## src/rtl/encrypt_function_4.sv

```systemverilog
// Function-4 encryptor: LFSR key seed R, 60-bit key expansion, add-mask, 78-bit frame.
// Optional `define ENC4_SEED_LOAD_EN adds seed_load/seed_val for reloading the LFSR.
module encrypt_function_4 #(
    parameter logic [10:0] LFSR_SEED = 11'h5A5,
    parameter logic [5:0]  FUNC_ID   = 6'd4
) (
    input  logic        Clk,
    input  logic        Rst_n,
    input  logic        in_valid,
    output logic        in_ready,
    input  logic [59:0] data_in,
    output logic        out_valid,
    input  logic        out_ready,
    output logic [77:0] outEnc,
`ifdef ENC4_SEED_LOAD_EN
    input  logic        seed_load,
    input  logic [10:0] seed_val,
`endif
    output logic [15:0] frame_cnt
);

    // An all-zero state would lock the LFSR, so zero seeds are forced to 1.
    function automatic logic [10:0] nonzero(input logic [10:0] v);
        return (v == 11'h000) ? 11'h001 : v;
    endfunction

    function automatic logic [59:0] expand_key(input logic [10:0] r);
        return {r, ~r, r, ~r, ~r, r[4:0]};
    endfunction

    localparam logic [10:0] SEED_SAFE = nonzero(LFSR_SEED);

    logic [10:0] lfsr;
    logic [10:0] lfsr_next;
    logic        accept;

    logic        s1_valid;
    logic [59:0] s1_data;
    logic [10:0] s1_r;
    logic [59:0] s1_b;

    logic        s2_valid;
    logic        s2_free;
    logic        s1_to_s2;
    logic [60:0] sum;

    assign s2_free  = !s2_valid || out_ready;
    assign s1_to_s2 = s1_valid && s2_free;
    // NOTE: in_ready depends combinationally on out_ready; there is no skid buffer.
    assign in_ready  = !s1_valid || s2_free;
    assign accept    = in_valid && in_ready;
    assign out_valid = s2_valid;
    assign sum       = {1'b0, s1_data} + {1'b0, s1_b};

    always_comb begin
        lfsr_next = lfsr;
        if (accept)
            lfsr_next = {lfsr[9:0], lfsr[10] ^ lfsr[8]};
`ifdef ENC4_SEED_LOAD_EN
        // The accepted word already took the pre-load value as its R.
        if (seed_load)
            lfsr_next = nonzero(seed_val);
`endif
    end

    // NOTE: all state uses non-blocking assignments so every register samples pre-edge values.
    always_ff @(posedge Clk or negedge Rst_n) begin
        if (!Rst_n)
            lfsr <= SEED_SAFE;
        else
            lfsr <= lfsr_next;
    end

    always_ff @(posedge Clk or negedge Rst_n) begin
        if (!Rst_n) begin
            s1_valid <= 1'b0;
            s1_data  <= '0;
            s1_r     <= '0;
            s1_b     <= '0;
        end else if (accept) begin
            s1_valid <= 1'b1;
            s1_data  <= data_in;
            s1_r     <= lfsr;
            s1_b     <= expand_key(lfsr);
        end else if (s1_to_s2) begin
            s1_valid <= 1'b0;
        end
    end

    // outEnc only loads on a transfer, so it keeps the last frame while out_valid is low.
    always_ff @(posedge Clk or negedge Rst_n) begin
        if (!Rst_n) begin
            s2_valid <= 1'b0;
            outEnc   <= '0;
        end else if (s1_to_s2) begin
            s2_valid <= 1'b1;
            outEnc   <= {s1_r, sum, FUNC_ID};
        end else if (out_ready) begin
            s2_valid <= 1'b0;
        end
    end

    always_ff @(posedge Clk or negedge Rst_n) begin
        if (!Rst_n)
            frame_cnt <= '0;
        else if (s2_valid && out_ready)
            frame_cnt <= frame_cnt + 16'd1;
    end

endmodule
```

## config.mk

```make
export PLATFORM = sky130hd
export DESIGN_NAME = encrypt_function_4
export DESIGN_NICKNAME = d
export VERILOG_FILES = /design/src/rtl/encrypt_function_4.sv
export SDC_FILE = /design/constraint.sdc
export NUM_CORES = 1
export LEC_CHECK = 0
export ABC_CLOCK_PERIOD_IN_PS = 3850
export CAP_MARGIN = 15
export CORE_ASPECT_RATIO = 0.6
export CORE_UTILIZATION = 55
export CTS_CLUSTER_DIAMETER = 40
export DETAILED_ROUTE_END_ITERATION = 12
export PLACE_DENSITY = 0.91
export SLEW_MARGIN = 5
export SYNTH_ARGS = -nofsm -noshare
export SYNTH_HDL_FRONTEND = slang
export SYNTH_SLANG_ARGS = --single-unit
```

## constraint.sdc

```tcl
create_clock -name Clk -period 3.85 [get_ports Clk]
set_input_delay 0.385 -clock Clk [delete_from_list [all_inputs] [get_ports Clk]]
set_output_delay 0.385 -clock Clk [all_outputs]
set_load 0.005 [all_outputs]
```

==> run metrics, run 1 <==
status=complete, no violations; Area contributors post-synth=dfrtp_1, nand2_1, ha_1; Synth top area share=~43%; Final Wtd Congestion=slightly above 1; dpl ws=408.1 ps; Synth top cells by count=nand2_1, dfrtp_1, o21ai_0; top_reg_cell synth=dfrtp_1; number of nets still failing antenna checks after routing=0; Initial Util=around 57%; iteration count of the initial detailed-routing pass=5; CTS tree=yes; sequential cell area fraction in the yosys report=44.81%; slowest cell delay on critical path=approximately 550 ps; hold crit path type=input pin to async pin; largest net degree at the start of global routing=93; type of element capturing the critical path=flip-flop; grt total ovfl=0; worst r2r src=s1_b[48]$_DFFE_PN0P_; CP Cell Sequence=ha_1 > and4_1 > and3_1 > a221oi_2 > a31oi_4 > a41oi_2 > nand3_2 > o31ai_2 > o21ai_0 > xnor2_1 > o21ai_0; min Tclk post-route=roughly 3600 ps; Syn Area/Cell=8.493 um2; RSZ-0062 raised after global routing=no; critical setup path kind=flip-flop to flip-flop; max_slew headroom=roughly two fifths; Worst Path Arrival=a little under 4000 ps; nets=roughly 1400; worst-path maximum fanout=6; Worst-path clk slew=80 ps; area of the die=0.01877 mm2; fin worst setup slack=roughly 240 ps; maximum buffer depth of the clock tree=2; total track usage=a little under a third; CTS H-tree depth=4; pwr/cell area=~700 mW/mm2; hold buffers post-CTS=0; fin util=a little under three quarters; static leakage=just under 6 nW; routed via count=9140; floorplan row count=37; DRT iter0 DRCs=between 800 and 900; #FFs+latches synth=between 150 and 200; CP startpoint=s1_b[48]$_DFFE_PN0P_; CP startpoint kind=flip-flop; Root Buffer=clkbuf_16; # placed instances=1522; post-route insts no fill=roughly 1600; WL final=28900 um; async set-reset flop share out of synthesis=100.0%; Least-Margin Pin Slew=880.9 ps; fill count=around 1300; number of diodes=0; # IOs=between 150 and 200; Cell Area, Synth=roughly 0.010 mm2; vias in the first global route=about 8600; drt via density=~6; max cap viols=0; fmax=around 280 MHz; Die Y=between 100 and 150 um; peak supply drop=roughly 0.34 mV; most frequent CP cell=o21ai_0; final hold vios=0; Sink Count=approximately 180; CTS resizes=0; skew final=approximately 17 ps; DRC Markers=0; Post-Route Setup TNS=0 ps; initial antenna violation count=0; Tcrit/Tclk final=approximately 94%; Synth warnings=0; slowest stage cell, crit path=a221oi_2; final slew viol count=0; Post-synth EDFFs=0; most common cell in the synthesized netlist=nand2_1; endpoints failing setup=0; first-pass GRT wire length=between 40000 and 50000 um; Yosys top cell by area=dfrtp_1; share of cells above drive strength 1=under 10%; clock insertion delay at the later pin of the skew report=~440 ps; die width=176.2 um; worst path required time=about 4100 ps; CTS Buf Count=17; Post-DP HPWL=21530 um; area growth from synthesis to layout=23.53%; unique cell type count in the Yosys netlist=around 60; post-CTS setup buffers=0; post-DR wirelength/cell=between 15 and 20 um; port buffer count=~150; core area=0.01745 mm2; Mapped Cells=between 1000 and 1500
## sequential cells by signal, indices dropped and copies added (netlist names)
register / cells
s1_valid: 1
outEnc: 73
s1_data: 60
s1_r: 5
frame_cnt: 16
s1_b: 12
lfsr: 11
out_valid: 1
## kinds of logic (layout without fill, tap and decap cells)
logic type	after synthesis	count (layout)	synth area share, %
buffers and inverters	74	211	3.049
other	1	5	0.03745
adders and majority gates	62	62	7.822
and+or+nand+nor	518	518	21.52
AOI/OAI and AO/OA	274	274	16.52
DFF	179	179	44.81
muxes	2	2	0.2124
xor gates and xnor gates	69	69	6.035
## where the power goes
| part | switching (mW) | leakage, nW | internal [mW] |
|---|---|---|---|
| registers | 0.492 | 2.22 | 2.45 |
| clock network | 0.932 | 0.305 | 0.905 |
| logic | 2.10 | 3.36 | 1.77 |
## critical path, delay by kind of cell (launching register included)
family	cells	cell delay, ps
compound gates	6	1720
xor+xnor	1	250
fa+ha+maj	1	420
flops	1	510
simple gates	3	530
## layout make-up
cell class / instances / area (um2) / share of cell area [%]
flip-flops and latches: 179 / 4487 / 36.27
well taps: 234 / 292.8 / 2.367
clock buffers: 17 / 425.4 / 3.439
multi-input cells: 930 / 5254 / 42.47
clock inverters: 15 / 211.5 / 1.709
inverters: 15 / 56.30 / 0.4552
repair buffers: 164 / 1643 / 13.28
## layer usage
metal	GRT usage [%]	wire, um	up-vias
li1	-	-	4275
met4	8.447	587	0
met1	47.32	13570	4351
met2	43.87	11840	457
met3	9.692	2909	57
met5	0	0	-
## placed cells by master, fill, tap and decap left out, drive strengths merged, types with 3 or more instances in the layout
cell type	instances
o31ai	5
o21a	5
clkdlybuf4s50	153
and2	9
a31oi	9
and3	8
clkbuf	17
a22oi	4
conb	5
nor2b	3
nand2b	7
dfrtp	173
inv	22
o21bai	9
a21boi	3
ha	61
nor2	32
nand3	19
buf	11
o211ai	6
or3	4
nor3	12
nor3b	3
nand2	394
nand4	20
o2111ai	3
clkinv	8
a21o	30
o21ai	109
xor2	30
a21oi	73
a211oi	7
dfstp	6
xnor2	39
## per-stage QoR
stage,hold WS (ps),cell area [um2],power (mW)
after global routing,101.2,12370,9.130
after global placement,455.1,11730,6.596
after floorplan,89.41,10030,4.988
final,22.49,12370,8.639
after CTS,62.22,12360,8.548
after detailed placement,453.4,11730,6.687
## path summary, 6_finish.rpt
check,end,slack [ps],cells after the start
max in group asynchronous,lfsr[8]$_DFFE_PN1P_,2950,2
min reg2reg,outEnc[2]$_DFFE_PN0P_,470,1
max reg2reg,outEnc[49]$_DFFE_PN0P_,240,11
max,outEnc[49]$_DFFE_PN0P_,240,11
min in group Clk,s1_data[34]$_DFFE_PN0P_,470,3
min,outEnc[30]$_DFFE_PN0P_,20,1
Power figures use the tool's default switching activity.
==> run 2, diff against run 1 <==
--- a/config.mk
+++ b/config.mk
@@ -11,7 +11,7 @@
 export CORE_UTILIZATION = 55
 export CTS_CLUSTER_DIAMETER = 40
 export DETAILED_ROUTE_END_ITERATION = 12
-export PLACE_DENSITY = 0.91
+export PLACE_DENSITY = 0.86
 export SLEW_MARGIN = 5
 export SYNTH_ARGS = -nofsm -noshare
 export SYNTH_HDL_FRONTEND = slang
==> run 2 against run 1 <==
  * The run now ends with negative hold slack left
  * Via count is 0.63% lower
  * Sequential power about the same
  * First-iteration DRC count up 7.1%
  * Global-route usage rose by 1.3 points
  * Fmax increased by 0.21%
  * Power down 0.16%
  * Critical endpoint is now outEnc[58]$_DFFE_PN0P_
  * Largest power group unchanged
==> run metrics, run 2 (same netlist as run 1, synthesis figures left out) <==
core area=between 0.015 and 0.02 mm2; fmax=277.8 MHz; worst hold margin=-22.18 ps; commonest non-fill, non-tap cell in the layout=nand2_1; vias in the first global route=roughly 8500; Post-Route Setup TNS=0 ps; failing checks=negative hold slack; endpoints failing setup=0; die width=roughly 180 um; skew final=about 17 ps; total power=~8.6 mW; area of the die=0.01877 mm2; slowest cell delay on critical path=around 440 ps; WL final=roughly 30000 um; internal power=around 5.1 mW; Worst Path Arrival=~3900 ps; P_sw=3.521 mW; dpl ws=about 350 ps; DRT iter0 DRCs=between 900 and 1000; most frequent cells in the layout=nand2_1, dfrtp_1, clkdlybuf4s50_1; GRT busiest layer=met1; Reg power frac=34.3%; floorplan row count=37; post-route insts no fill=approximately 1600; worst-path maximum fanout=5; Tcrit/Tclk final=between 90% and 100%; pwr/cell area=roughly 700 mW/mm2; post-DR wirelength/cell=about 19 um; total track usage=about 33%; slowest stage cell, crit path=fa_1; clock insertion delay at the later pin of the skew report=around 440 ps; post-CTS setup buffers=0; post-placement cell area=0.01171 mm2; biggest regs=outEnc: 73 flops, s1_data: 60 flops, frame_cnt: 16 flops; Reg area=between 0.004 and 0.005 mm2; static leakage=around 6 nW; CTS Buf Count=17; peak supply drop=around 0.36 mV; Sw Share=40.82%; met2 Track Usage GR=a little over two fifths; Least-Margin Pin Slew=between 900 and 1000 ps; RSZ-0062 raised after global routing=no; maximum buffer depth of the clock tree=2; # placed instances=between 1500 and 2000; first-pass GRT wire length=46750 um; initial antenna violation count=0; Post-DP HPWL=between 20000 and 25000 um; Worst-path clk slew=~80 ps; fin worst setup slack=250.4 ps; final hold vios=12; max_slew headroom=34.28%; number of diodes=0; number of nets still failing antenna checks after routing=0; Sink Count=between 150 and 200; min Tclk post-route=between 3000 and 4000 ps; port buffer count=between 150 and 200; area growth from synthesis to layout=23.15%; delay-heaviest family, CP=compound AO/OA/AOI/OAI gates; Largest register FFs=73; nets=about 1400; largest net degree at the start of global routing=between 100 and 150; Final Wtd Congestion=between 0.9 and 1; share of cells above drive strength 1=between 4 and 5%; WP buf/inv=0; Largest Register=outEnc; DRC Markers=0; iteration count of the initial detailed-routing pass=5; # IOs=160; hold crit path type=input pin to async pin; CTS H-tree depth=4; multi-input logic area=about 0.0052 mm2; max cap viols=0; drt via density=5.841; Initial Util=between 50% and 60%; CP Cell Sequence=ha_1 > fa_1 > a211oi_1 > o211ai_1 > a31oi_1 > nor3b_1 > o2111ai_1 > nand2_1 > a31oi_1 > o211ai_1 > xnor2_1 > o21ai_0; final slew viol count=0; grt total ovfl=0; fill count=1382; post-route design area=~0.012 mm2; Die Y=106.5 um; type of element capturing the critical path=flip-flop; Root Buffer=clkbuf_16; CP startpoint kind=flip-flop; critical setup path kind=flip-flop to flip-flop; GR Layer Usage met1=51.51%; worst r2r src=lfsr[1]$_DFFE_PN0P_; Gate power share=roughly 45%; Clk network pwr share=21.1%; routed via count=9082; CP startpoint=lfsr[1]$_DFFE_PN0P_; GR Layer Usage met3=under 10%; fin util=a little over two thirds; status=finished, violations left; worst path required time=~4200 ps; CTS tree=yes
## run 2: worst reg2reg max path: stages, from the launching register on
cell and delay (ps):
dfrtp_1 420, ha_1 260, fa_1 440, a211oi_1 350
o211ai_1 160, a31oi_1 350, nor3b_1 130, o2111ai_1 320
nand2_1 140, a31oi_1 440, o211ai_1 190, xnor2_1 150
o21ai_0 160
## run 2: routing by layer
metal | up-vias | routed length, um
li1 | 4260 | -
met4 | 0 | 585
met2 | 457 | 11560
met5 | - | 0
met3 | 53 | 3016
met1 | 4312 | 14570
## run 2: power by group through the flow
stage / Clock (mW) / Sequential [mW] / Combinational, mW
after floorplan: 0 / 2.84 / 2.14
after global placement: 0 / 2.95 / 3.70
after detailed placement: 0 / 2.97 / 3.73
after CTS: 1.82 / 2.95 / 3.77
after global routing: 1.91 / 3.01 / 4.22
final: 1.82 / 2.96 / 3.85
## run 2: layout make-up
cell class / count / area share, %
multi-input combinational: 930 / 42.55
tap: 234 / 2.374
inverter: 15 / 0.4566
timing repair buffer: 165 / 13.18
clock inverter: 15 / 1.603
clock buffer: 17 / 3.450
sequential: 179 / 36.38
## run 2: final timing paths
check,slack [ps],cells past startpoint,endpoint
max,250,12,outEnc[58]$_DFFE_PN0P_
min,-20,1,outEnc[33]$_DFFE_PN0P_
max reg2reg,250,12,outEnc[58]$_DFFE_PN0P_
min reg2reg,470,2,lfsr[5]$_DFFE_PN1P_
max in group asynchronous,2920,2,lfsr[2]$_DFFE_PN1P_
min in group Clk,460,3,s1_data[42]$_DFFE_PN0P_
## run 2: what timing repair did
action	CTS	global route
gates resized for setup	0	1
hold buffers	0	0
setup endpoints to repair	0	1
==> run 3, diff against run 2 <==
--- a/config.mk
+++ b/config.mk
@@ -12,6 +12,7 @@
 export CTS_CLUSTER_DIAMETER = 40
 export DETAILED_ROUTE_END_ITERATION = 12
 export PLACE_DENSITY = 0.86
+export SKIP_LAST_GASP = 1
 export SLEW_MARGIN = 5
 export SYNTH_ARGS = -nofsm -noshare
 export SYNTH_HDL_FRONTEND = slang
==> results of run 3 <==
No change in the layout: final DEF, timing and power equal those of run 2.
